--- config.mk ---
export PLATFORM = sky130hd
export DESIGN_NAME = univ_shift_reg
export DESIGN_NICKNAME = d
export VERILOG_FILES = /design/src/rtl/shift_pkg.sv /design/src/rtl/univ_shift_reg.sv
export SDC_FILE = /design/constraint.sdc
export NUM_CORES = 1
export LEC_CHECK = 0
export ABC_CLOCK_PERIOD_IN_PS = 2700
export CELL_PAD_IN_SITES_DETAIL_PLACEMENT = 1
export CELL_PAD_IN_SITES_GLOBAL_PLACEMENT = 1
export CORE_MARGIN = 5
export CORE_UTILIZATION = 39
export DETAILED_ROUTE_END_ITERATION = 12
export GPL_ROUTABILITY_DRIVEN = 0
export PLACE_DENSITY_LB_ADDON = 0.08
export SETUP_SLACK_MARGIN = 0.15
export SYNTH_ARGS = -nofsm -noshare
export SYNTH_HDL_FRONTEND = slang
export SYNTH_SLANG_ARGS = --single-unit
--- constraint.sdc ---
create_clock -name clk -period 2.7 [get_ports clk]
set_clock_uncertainty 0.05 [all_clocks]
set_input_delay 0.27 -clock clk [delete_from_list [all_inputs] [get_ports clk]]
set_output_delay 0.27 -clock clk [all_outputs]
set_load 0.02 [all_outputs]
--- src/rtl/shift_pkg.sv ---
// Shared types and the single-step datapath function for univ_shift_reg.
//
// Contents:
//   MaxWidth  - widest register the step function handles (64 bits)
//   op_e      - operation codes (HOLD..CLEAR)
//   state_e   - auto-sequencer states (IDLE, SHIFT, DONE)
//   step_t    - {ser_out, value} result of one step
//   next_val  - executes one op on a register of run-time width `width`
package shift_pkg;

    localparam int unsigned MaxWidth = 64;

    typedef enum logic [2:0] {
        OpHold  = 3'd0,
        OpLoad  = 3'd1,
        OpShl   = 3'd2,
        OpShr   = 3'd3,
        OpRol   = 3'd4,
        OpRor   = 3'd5,
        OpAsr   = 3'd6,
        OpClear = 3'd7
    } op_e;

    typedef enum logic [1:0] {
        StIdle,
        StShift,
        StDone
    } state_e;

    typedef struct packed {
        logic                ser_out;
        logic [MaxWidth-1:0] val;
    } step_t;

    // One step of `op` on `cur`, which holds a `width`-bit value zero-extended to MaxWidth.
    // The result value is also zero above `width`. ser_out keeps `cur_ser` on non-shift ops.
    function automatic step_t next_val(
        input op_e                 op,
        input logic [MaxWidth-1:0] cur,
        input logic                ser_in,
        input logic                cur_ser,
        input logic [MaxWidth-1:0] load_val,
        input int unsigned         width
    );
        logic [MaxWidth-1:0] mask;
        logic [MaxWidth-1:0] msb_shifted;
        logic                msb;
        logic                lsb;
        step_t               res;

        // (1 << 64) wraps to 0, so the subtraction yields all ones at full width.
        mask        = (MaxWidth'(1) << width) - MaxWidth'(1);
        msb_shifted = cur >> (width - 1);
        msb         = msb_shifted[0];
        lsb         = cur[0];

        res.ser_out = cur_ser;
        res.val     = cur;
        unique case (op)
            OpHold: ;
            OpLoad: res.val = load_val & mask;
            OpShl: begin
                res.val     = ((cur << 1) | MaxWidth'(ser_in)) & mask;
                res.ser_out = msb;
            end
            OpShr: begin
                res.val     = (cur >> 1) | (MaxWidth'(ser_in) << (width - 1));
                res.ser_out = lsb;
            end
            OpRol: begin
                res.val     = ((cur << 1) | MaxWidth'(msb)) & mask;
                res.ser_out = msb;
            end
            OpRor: begin
                res.val     = (cur >> 1) | (MaxWidth'(lsb) << (width - 1));
                res.ser_out = lsb;
            end
            OpAsr: begin
                res.val     = (cur >> 1) | (MaxWidth'(msb) << (width - 1));
                res.ser_out = lsb;
            end
            OpClear: res.val = '0;
        endcase
        return res;
    endfunction

endpackage

--- src/rtl/univ_shift_reg.sv ---
// Parametrised universal shift register with an auto-sequencer.
//
// Direct mode executes `op` on every clock edge while idle. Asserting `start` while idle latches
// op/shift_cnt/parallel_in and repeats the op shift_cnt times, then pulses `done` for one cycle.
//
// Ports:
//   clk          - rising-edge clock
//   rst_n        - asynchronous active-low reset
//   op           - operation code (shift_pkg::op_e)
//   start        - launch auto-sequence of op, shift_cnt times
//   shift_cnt    - number of auto-sequence steps
//   parallel_in  - data for LOAD
//   ser_in       - bit inserted on SHL/SHR, sampled live every step
//   parallel_out - register contents
//   ser_out      - last bit shifted/rotated out
//   busy         - auto-sequence in progress
//   done         - one-cycle pulse when the auto-sequence completes
//
// WIDTH must lie in 2..shift_pkg::MaxWidth.
module univ_shift_reg
    import shift_pkg::*;
#(
    parameter  int unsigned WIDTH = 8,
    localparam int unsigned CW    = $clog2(WIDTH + 1)
) (
    input  logic             clk,
    input  logic             rst_n,
    input  logic [2:0]       op,
    input  logic             start,
    input  logic [CW-1:0]    shift_cnt,
    input  logic [WIDTH-1:0] parallel_in,
    input  logic             ser_in,
    output logic [WIDTH-1:0] parallel_out,
    output logic             ser_out,
    output logic             busy,
    output logic             done
);

    state_e           state_q, state_d;
    op_e              op_q, op_d;
    logic [CW-1:0]    rem_q, rem_d;
    logic [WIDTH-1:0] ld_q, ld_d;
    logic [WIDTH-1:0] reg_q, reg_d;
    logic             ser_q, ser_d;

    op_e              exec_op;
    logic [WIDTH-1:0] exec_ld;
    step_t            step;
    logic             unused_step;

    always_comb begin
        state_d = state_q;
        op_d    = op_q;
        rem_d   = rem_q;
        ld_d    = ld_q;
        exec_op = OpHold;
        exec_ld = parallel_in;

        unique case (state_q)
            StIdle: begin
                if (start) begin
                    // The register is left untouched on the accepting edge.
                    op_d = op_e'(op);
                    ld_d = parallel_in;
                    if (shift_cnt == '0 || op_e'(op) == OpHold) begin
                        rem_d   = '0;
                        state_d = StDone;
                    end else begin
                        rem_d   = shift_cnt;
                        state_d = StShift;
                    end
                end else begin
                    exec_op = op_e'(op);
                end
            end
            StShift: begin
                exec_op = op_q;
                exec_ld = ld_q;
                rem_d   = rem_q - CW'(1);
                if (rem_q == CW'(1)) begin
                    state_d = StDone;
                end
            end
            StDone:  state_d = StIdle;
            default: state_d = StIdle;
        endcase

        step  = next_val(exec_op, MaxWidth'(reg_q), ser_in, ser_q, MaxWidth'(exec_ld), WIDTH);
        reg_d = step.val[WIDTH-1:0];
        ser_d = step.ser_out;
    end

    // Bits above WIDTH are always zero.
    assign unused_step = ^step.val;

    always_ff @(posedge clk or negedge rst_n) begin
        if (!rst_n) begin
            state_q <= StIdle;
            op_q    <= OpHold;
            rem_q   <= '0;
            ld_q    <= '0;
            reg_q   <= '0;
            ser_q   <= 1'b0;
        end else begin
            state_q <= state_d;
            op_q    <= op_d;
            rem_q   <= rem_d;
            ld_q    <= ld_d;
            reg_q   <= reg_d;
            ser_q   <= ser_d;
        end
    end

    assign parallel_out = reg_q;
    assign ser_out      = ser_q;
    assign busy         = (state_q != StIdle);
    assign done         = (state_q == StDone);

endmodule

[After elaboration in Yosys (flattened, before gate mapping)]
Index checks and enable logic that the tools add are counted.
Storage, ports and cells
  logic and storage cells: 49
  output and inout port bits: 11
  bits in registers: 26
  input bits: 19
Operators by class
  reductions and logical operators: 13
  equality and inequality tests: 12
  bitwise logic cells: 5
  $add $sub $neg: 1
  multiplexer cells: 12
Operator list (number)
  one-hot mux 8 bit (7 select lines): 1
  bitwise OR 7 x 8 -> 8 bit: 3
  bitwise OR 8 x 1 -> 8 bit: 2
  == test 3 bit, second input constant: 4
  two-way mux 4 bit: 2
  two-way mux 8 bit: 1
  one-hot mux 4 bit (2 select lines): 1
  nonzero test 7 bit: 1
  == test 3 x 2 -> 1 bit, second input constant: 2
  two-way mux 2 bit: 3
  one-hot mux 3 bit (2 select lines): 1
  AND reduction 2 bit: 3
  nonzero test 2 bit: 3
  == test 4 x 1 -> 1 bit, second input constant: 1
  logical NOT 4 bit: 1
  inequality test 2 bit, second input constant: 2
  one-hot mux 2 bit (2 select lines): 1
  subtractor 4 x 1 -> 4 bit, second input constant: 1
  == test 3 x 1 -> 1 bit, second input constant: 1
  logical NOT 3 bit: 1
  two-way mux 3 bit: 1
  OR reduction 3 bit: 1
  == test 2 x 1 -> 1 bit, second input constant: 1
  == test 2 bit, second input constant: 1
  4 further kinds: 4

[Depth between registers and ports, before layout]
Gate-level depths: netlist of the first run.
  depth in word-level cells: 5
  depth in mapped cells: 7
  gate-level depth less buffers: 6

[Least setup slack after synthesis of the first run]
No wires, ideal clock.
  path kind: register to register
  start point: reg state_q[0]
  end point: reg reg_q[7] (netlist: parallel_out[7])
  cell stages (with the launch flop): 8
  clock period less this slack: 2.026 ns
  data arrival time: 1.850 ns
  setup slack: 0.674 ns
  cell sequence: dfrtp_1 or3b_1 a21o_1 buf_6 and2_4 buf_6 o21a_1 o32a_1
On the way
  word-level cells in the longest chain between the ends: 4
  elaborated cells between the ends (all ways): 13
RTL lines
  start, declared: line univ_shift_reg.sv:39  | state_e state_q, state_d;
  start signal, assigned: line univ_shift_reg.sv:98  | state_q <= StIdle;
  start signal, assigned: line univ_shift_reg.sv:105  | state_q <= state_d;
  == test 2 x 1 -> 1 bit / logical NOT 2 bit (equally long branches): line univ_shift_reg.sv:59  | unique case (state_q)
  one-hot mux 3 bit (2 select lines): line univ_shift_reg.sv:59
  == test 3 bit, or another cell as far along: line shift_pkg.sv:59  | unique case (op)
  one-hot mux 8 bit (7 select lines) / nonzero test 7 bit (equally long branches)
  end signal, assigned: line univ_shift_reg.sv:109  | reg_q <= reg_d;
  end, declared: line univ_shift_reg.sv:43  | logic [WIDTH-1:0] reg_q, reg_d;
Several ways; a longest one is shown, not always the timed one.
A chain may end at the register's enable or synchronous reset.

[Worst setup path after layout of the first run]
  start point: in start
  end point: reg reg_q[2] (netlist: parallel_out[2])
On the way
  word-level cells in the longest chain between the ends: 4
  elaborated cells between the ends (all ways): 11
RTL lines
  start, declared: line univ_shift_reg.sv:29  | input logic start,
  two-way mux 3 bit (*): line univ_shift_reg.sv:61  | if (start) begin
  one-hot mux 3 bit (2 select lines) (*): line univ_shift_reg.sv:59
  == test 3 bit, or another cell as far along: line shift_pkg.sv:59
  one-hot mux 8 bit (7 select lines) / nonzero test 7 bit (equally long branches)
Mark *: on every way between the ends. The rest lies on a longest branch, timed or not.

==> metrics.md, run 1 <==
| Metric | Value |
|---|---|
| Status | completed |
| H-tree Lvls | 1 |
| Area Growth Syn to Fin | 27.2% |
| Seq/Total Area, Yosys | roughly 41% |
| Crit start category | input port |
| IO Port Bufs | 29 |
| Flops & latches, synth | 26 |
| Switching share of power | 42.9% |
| Crit path largest cell delay | between 0.4 and 0.5 ns |
| CP Cell Sequence | clkdlybuf4s50_1, or3b_1, a21o_1, xnor2_2, buf_4, o2bb2ai_1, a221o_1 |
| Diode count | 0 |
| TritonCTS Buffers | 3 |
| DPL Wire Length | around 3300 um |
| Tot GR Track Use | between 10% and 20% |
| Starting density of the core | 39.8% |
| I/O pins | 30 |
| Total internal power | approximately 1.5 mW |
| Finished Layout Cells | between 200 and 250 |
| Worst EP required | about 2.8 ns |
| Final setup viols | 0 |
| Die H | between 70 and 80 um |
| 1st-iter DRT viols | 100 |
| Combinational share of power | approximately 58% |
| Post-synthesis xor/xnor area fraction | under 10% |
| Setup bufs post-CTS | 0 |
| Dominant synthesized flop cell | dfrtp_1 |
| Synth Area in Compound Gates | 24.1% |
| Count of cell types in the netlist | 43 |
| Tcrit/Tclk final | 79.4% |
| Clock share of power | 12.6% |
| Initial antenna violation count | 0 |
| Area leader, netlist | dfrtp_1 |
| Main area contributors after synthesis | dfrtp_1 (41%), mux2_2 (8.6%), nand2_1 (4.5%) |
| R2R Path End | parallel_out[0] |
| FF-to-FF path depth | 6 |
| WL final | approximately 4400 um |
| Adder-cell area share of the yosys netlist | 1.58% |
| Register area | around 650 um2 |
| Clk slew on worst S/H paths | 0.10 ns |
| Setup WS post-layout | about 0.56 ns |
| PD cells | approximately 1300 nW/um2 |
| FP Rows | 23 |
| Top cells by count, synth | dfrtp_1 (26), nand2_1 (19), mux2_2 (12) |
| Layout cells sized above 1 | 14.5% |
| R2R Setup Slk | 0.56 ns |
| Clock root cell | clkbuf_8 |
| F_max | about 0.47 GHz |
| CP arrival | around 2.3 ns |
| # hold bufs at CTS | 0 |
| First-pass GRT wire length | just over 7000 um |
| Syn nets | 182 |
| Core ar. | approximately 4000 um2 |
| Switching Power | between 1 and 1.5 mW |
| Crit Path Category | input port to register |
| Pleak | about 0.83 nW |
| Post-synth EDFFs | 0 |
| Sequential share of power | a little under 30% |
| Crit end category | register |
| Hold Crit Class | input port to asynchronous set/reset pin |
| Maximum vdd drop | roughly 0.45 mV |
| Post-route ant nets | 0 |
| Final setup TNS | 0 ns |
| CTS max path bufs | 2 |
| Max-slew violations | 0 |
| CP max stage cell | clkdlybuf4s50_1 |
| CTS tree | built |
| Pre-CTS setup slack | about 0.27 ns |
| Gate count after technology mapping | around 160 |
| Post-synthesis mux area share | between 10% and 20% |
| Max-cap viol count | 0 |
| Placed Instance Area | between 1500 and 2000 um2 |
| Yosys Warn Count | 0 |
| Slew @ Worst Pin | 0.560 ns |
| Drt pass-1 iters | 4 |
| Die area | around 5400 um2 |
| Largest net degree at the start of global routing | 27 |
| Asr flop ratio synth | 100% |
| Placed cell count | between 200 and 250 |
| Multi-input gate area | approximately 850 um2 |
| Fill count | about 460 |
| Chip Width | approximately 74 um |
| Syn avg cell area | slightly below 10 um2 |
| Clk sink count | 26 |
| Vias | approximately 1400 |
| Max transition margin | around 63% |
| Number of global-route vias before repair | ~1400 |
| Post-CTS sizing | 0 |
| Minimum clock period | roughly 2.1 ns |
| Final hold vios | 0 |
| Vias per cell | 5.72 |
| Post-Synth Simple-Gate Area | around 15% |
| Design area | about 2000 um2 |
| Final Core Density | about 51% |
| # nets final | between 200 and 250 |
| Largest family of logic cells by synthesized area | compound AO/OA/AOI/OAI gates |
| Setup repair after global routing missed its margin | no |
| DR DRC count | 0 |
| Top-count cell post-synth | dfrtp_1 |
| Synth top area share | approximately two fifths |
| GR Overflow Total | 0 |
| Clk Latency, worst-skew pair | between 0.2 and 0.3 ns |
| Peak fanout along the critical path | 11 |
| FF-to-FF Start | state_q[0] |
| Routed wire length per instance | approximately 18 um |
| Cell area after synthesis | ~1600 um2 |
[per-layer routing]
metal	share of wire, %	GRT usage [%]
met5	0	0
met4	0.84	3.62
met3	3.2	3.01
met2	48	27.6
met1	48	22.9
[critical path: cells and delay by family]
family / cells / cell delay [ns]
compound gates: 3 / 0.70
xor+xnor: 1 / 0.22
buf+inv: 2 / 0.66
simple gates: 1 / 0.42
[layout make-up]
type / count / area share (%)
multi-input combinational: 120 / 42.6
sequential: 26 / 32.4
timing repair buffer: 36 / 17.1
tap: 50 / 3.12
clock buffer: 3 / 2.06
clock inverter: 1 / 1.50
inverter: 7 / 1.31
[placed cells by master, fill, tap and decap left out, types with 3 or more instances in the layout]
cell / Yosys / final
inv_1: 7 / 7
a21o_1: 8 / 8
nor2b_1: 3 / 3
nand3_1: 3 / 3
a21oi_1: 8 / 8
a22oi_1: 5 / 5
nor2_1: 11 / 11
mux2_2: 12 / 12
mux2i_1: 6 / 6
o22ai_1: 4 / 4
nand2_1: 19 / 19
clkbuf_8: 0 / 3
nor3_1: 3 / 3
o221ai_1: 5 / 5
buf_4: 0 / 7
dfrtp_1: 26 / 26
clkdlybuf4s50_1: 0 / 29
[power groups by stage]
stage / registers [mW] / clock network (mW) / logic, mW
finish: 0.786 / 0.332 / 1.53
global route: 0.812 / 0.356 / 1.65
CTS: 0.783 / 0.343 / 1.54
detailed placement: 0.792 / 0 / 1.53
global placement: 0.775 / 0 / 1.47
floorplan: 0.799 / 0 / 1.03
[logic make-up after synthesis]
group / Yosys count
flops: 26
mux: 18
simple gates: 48
buf+inv: 15
xor+xnor: 2
fa+ha+maj: 2
compound gates: 50
[flip-flops by register name, summed over array words and instances (netlist names)]
register,flops
op_q,3
ser_out,1
rem_q,4
state_q,2
ld_q,8
parallel_out,8
[worst max-delay path by stage]
stage	startpoint	end	slack, ns	depth (start not counted)
detailed placement	start	parallel_out[2]	0.27	7
CTS	state_q[0]	parallel_out[0]	0.57	6
global route	state_q[0]	parallel_out[0]	0.47	6
floorplan	state_q[0]	parallel_out[7]	0.67	7
global placement	start	parallel_out[2]	0.33	7
finish	start	parallel_out[2]	0.56	7
[through the flow]
step / hold slack [ns] / power, mW
after detailed placement: 0.446 / 2.32
after floorplan: -0.0756 / 1.83
after CTS: 0.325 / 2.66
after global routing: 0.338 / 2.82
after global placement: 0.439 / 2.24
final: 0.305 / 2.65
Note: power is estimated with default switching activity, not from simulation.
==> run 2, diff against run 1 <==
--- a/config.mk
+++ b/config.mk
@@ -5,7 +5,7 @@
 export SDC_FILE = /design/constraint.sdc
 export NUM_CORES = 1
 export LEC_CHECK = 0
-export ABC_CLOCK_PERIOD_IN_PS = 2700
+export ABC_CLOCK_PERIOD_IN_PS = 2080
 export CELL_PAD_IN_SITES_DETAIL_PLACEMENT = 1
 export CELL_PAD_IN_SITES_GLOBAL_PLACEMENT = 1
 export CORE_MARGIN = 5
==> constraint.sdc (replaced) <==
create_clock -name clk -period 2.08 [get_ports clk]
set_clock_uncertainty 0.05 [all_clocks]
set_input_delay 0.208 -clock clk [delete_from_list [all_inputs] [get_ports clk]]
set_output_delay 0.208 -clock clk [all_outputs]
set_load 0.02 [all_outputs]
==> run 2 against run 1 <==
Against the previous run: via count rose by 7.7%; count of clock-buffer cells in the layout did not move; non-clock buffer count rose by 18; power rose by 46%; utilization rose by 5.4 points; largest power group unchanged; highest routed layer unchanged.
==> metrics.md, run 2 (synthesis gave the netlist of run 1 again) <==
| Metric | Value |
|---|---|
| Crit end category | register |
| Max-slew violations | 0 (unchanged) |
| Drt pass-1 iters | 4 (unchanged) |
| # nets final | 233 (+8.4%) |
| Post-route ant nets | 0 (unchanged) |
| Clock share of power | 11.4% (-1.2 points) |
| Area Growth Syn to Fin | 40.8% |
| Register area | 652 um2 (+0.19%) |
| Slew @ Worst Pin | 0.394 ns (-0.166 ns) |
| DR DRC count | 0 (unchanged) |
| Sequential share of power | 26.4% (-3.3 points) |
| CP arrival | 2.06 ns (-0.20 ns) |
| Leading cell type in the layout, fill and taps excluded | clkdlybuf4s50_1 |
| Maximum vdd drop | 0.736 mV (+63%) |
| Combinational share of power | 62.2% (+4.5 points) |
| Final Core Density | 56.0% (+5.4 points) |
| Met3 WL | 170 um (+21%) |
| Clock root cell | clkbuf_8 |
| Commonest cells after routing, fill and taps aside | clkdlybuf4s50_1 (27), dfrtp_1 (25), buf_4 (23), nand2_1 (18), mux2_2 (12) |
| Minimum clock period | just under 2 ns |
| Number of global-route vias before repair | 1580 (+12%) |
| # hold bufs at CTS | 0 (unchanged) |
| Final setup TNS | 0 ns (unchanged) |
| Pre-CTS setup slack | -0.190 ns (-0.465 ns) |
| F_max | just over 0.5 GHz |
| CTS tree | built |
| Final hold vios | 0 (unchanged) |
| Max-cap viol count | 0 (unchanged) |
| Switching Power | 1.62 mW (+42%) |
| PD cells | 1740 nW/um2 (+32%) |
| Crit Path Category | register to register |
| I/O pins | 30 (unchanged) |
| Vias | 1496 (+7.7%) |
| Setup repair after global routing missed its margin | yes |
| Worst hold slack | 0.249 ns (-0.0560 ns) |
| M1 WL | 2190 um (+3.4%) |
| CTS max path bufs | 2 (unchanged) |
| Met2 wire len | 2310 um (+9.8%) |
| Die area | 5420 um2 (unchanged) |
| Routed wire length per instance | 18.1 um (-0.28%) |
| Setup WS post-layout | 0.143 ns (-0.413 ns) |
| H-tree Lvls | 1 (unchanged) |
| Max Used Layer | met4 |
| Worst EP required | 2.20 ns (-0.62 ns) |
| DPL Wire Length | 3520 um (+6.1%) |
| Die H | 73.6 um (unchanged) |
| Multi-input gate area | 925 um2 (+8.2%) |
| Clk sink count | 26 (unchanged) |
| GR Overflow Total | 0 (unchanged) |
| Total internal power | 2.25 mW (+49%) |
| First-pass GRT wire length | 7910 um (+11%) |
| Final setup viols | 0 (unchanged) |
| Starting density of the core | 39.8% (unchanged) |
| Hold Crit Class | input port to asynchronous set/reset pin |
| Clk slew on worst S/H paths | 0.10 ns (about the same) |
| Vias per cell | 5.73 (+0.28%) |
| WL final | 4720 um (+7.1%) |
| 1st-iter DRT viols | 53 (-47%) |
| Largest net degree at the start of global routing | 27 (unchanged) |
| Tot GR Track Use | 18.8% (+2.1 points) |
| IO Port Bufs | 29 (unchanged) |
| Pleak | 0.965 nW (+16%) |
| Max transition margin | 73.7% (+11 points) |
| Layout cells sized above 1 | 27.5% (+13 points) |
| Switching share of power | 41.8% (-1.1 points) |
| Status | completed |
| FP Rows | 23 (unchanged) |
| Tcrit/Tclk final | around 93% |
| Diode count | 0 (unchanged) |
| Fill count | 441 (-3.1%) |
| Design Power | 3.87 mW (+46%) |
| TritonCTS Buffers | 3 (unchanged) |
| Core ar. | 3970 um2 (unchanged) |
| Initial antenna violation count | 0 (unchanged) |
| Peak fanout along the critical path | 9 (-2) |
| Crit start category | register |
| Clk Latency, worst-skew pair | 0.28 ns (about the same) |
| Chip Width | 73.6 um (unchanged) |
-- run 2: cell types whose count changed in the layout (fill, tap and decap cells not counted), sizes merged --
| cell | before | now |
|---|---|---|
| clkdlybuf4s50 | 29 | 27 |
| dlymetal6s2s | 0 | 1 |
| buf | 7 | 25 |
| dlygate4sd2 | 0 | 1 |
-- run 2: final timing paths --
path | startpoint | to | slack (ns) | depth (start not counted)
worst max-delay path | state_q[0] | parallel_out[7] | 0.14 | 5
worst min-delay path | rst_n | op_q[2] | 0.25 | 2
worst max register to register | state_q[0] | parallel_out[7] | 0.14 | 5
worst min register to register | ld_q[3] | ld_q[3] | 0.47 | 1
max in group asynchronous | rst_n | state_q[0] | 1.44 | 2
min in group clk | ld_q[3] | ld_q[3] | 0.47 | 1
-- run 2: power groups by stage --
| stage | registers [mW] | logic [mW] | clock network [mW] |
|---|---|---|---|
| global placement | 1.00 | 2.10 | 0 |
| detailed placement | 1.02 | 2.21 | 0 |
| global route | 1.06 | 2.61 | 0.472 |
| CTS | 1.01 | 2.35 | 0.446 |
| finish | 1.02 | 2.40 | 0.440 |
| floorplan | 1.04 | 1.35 | 0 |
-- run 2: routing by layer --
metal  GRT usage, %  vias to the layer above
li1               -                      699
met1           25.4                      758
met5              0                        -
met2           31.9                       35
met4           4.02                        0
met3           2.60                        4
-- run 2: timing repair --
item | in CTS | in global routing
resized for setup | 9 | 9
setup endpoints to repair | 9 | 10
endpoints found under the hold margin | 0 | 0
buffers inserted | 3 | 1
pin swaps | 3 | 9
-- run 2: critical path, stage by stage, from the launching register on --
cell and delay (ns):
dfrtp_2 0.46, or3b_4 0.40, a21o_4 0.26, and2_4 0.21
o21a_1 0.17, o32a_1 0.28
-- run 2: per-stage QoR --
stage / instances / area [um2]
3_5_place_dp: 253 / 2050
2_1_floorplan: 161 / 1590
6_report: 261 / 2220
3_3_place_gp: 253 / 2050
5_1_grt: 261 / 2220
4_1_cts: 260 / 2180
-- run 2: layout make-up --
class | count | share of cell area, %
flip-flops and latches | 26 | 29.3
repair buffers | 54 | 21.9
clock inverters | 1 | 1.35
well taps | 50 | 2.81
multi-input cells | 120 | 41.6
clock buffers | 3 | 1.86
inverters | 7 | 1.18
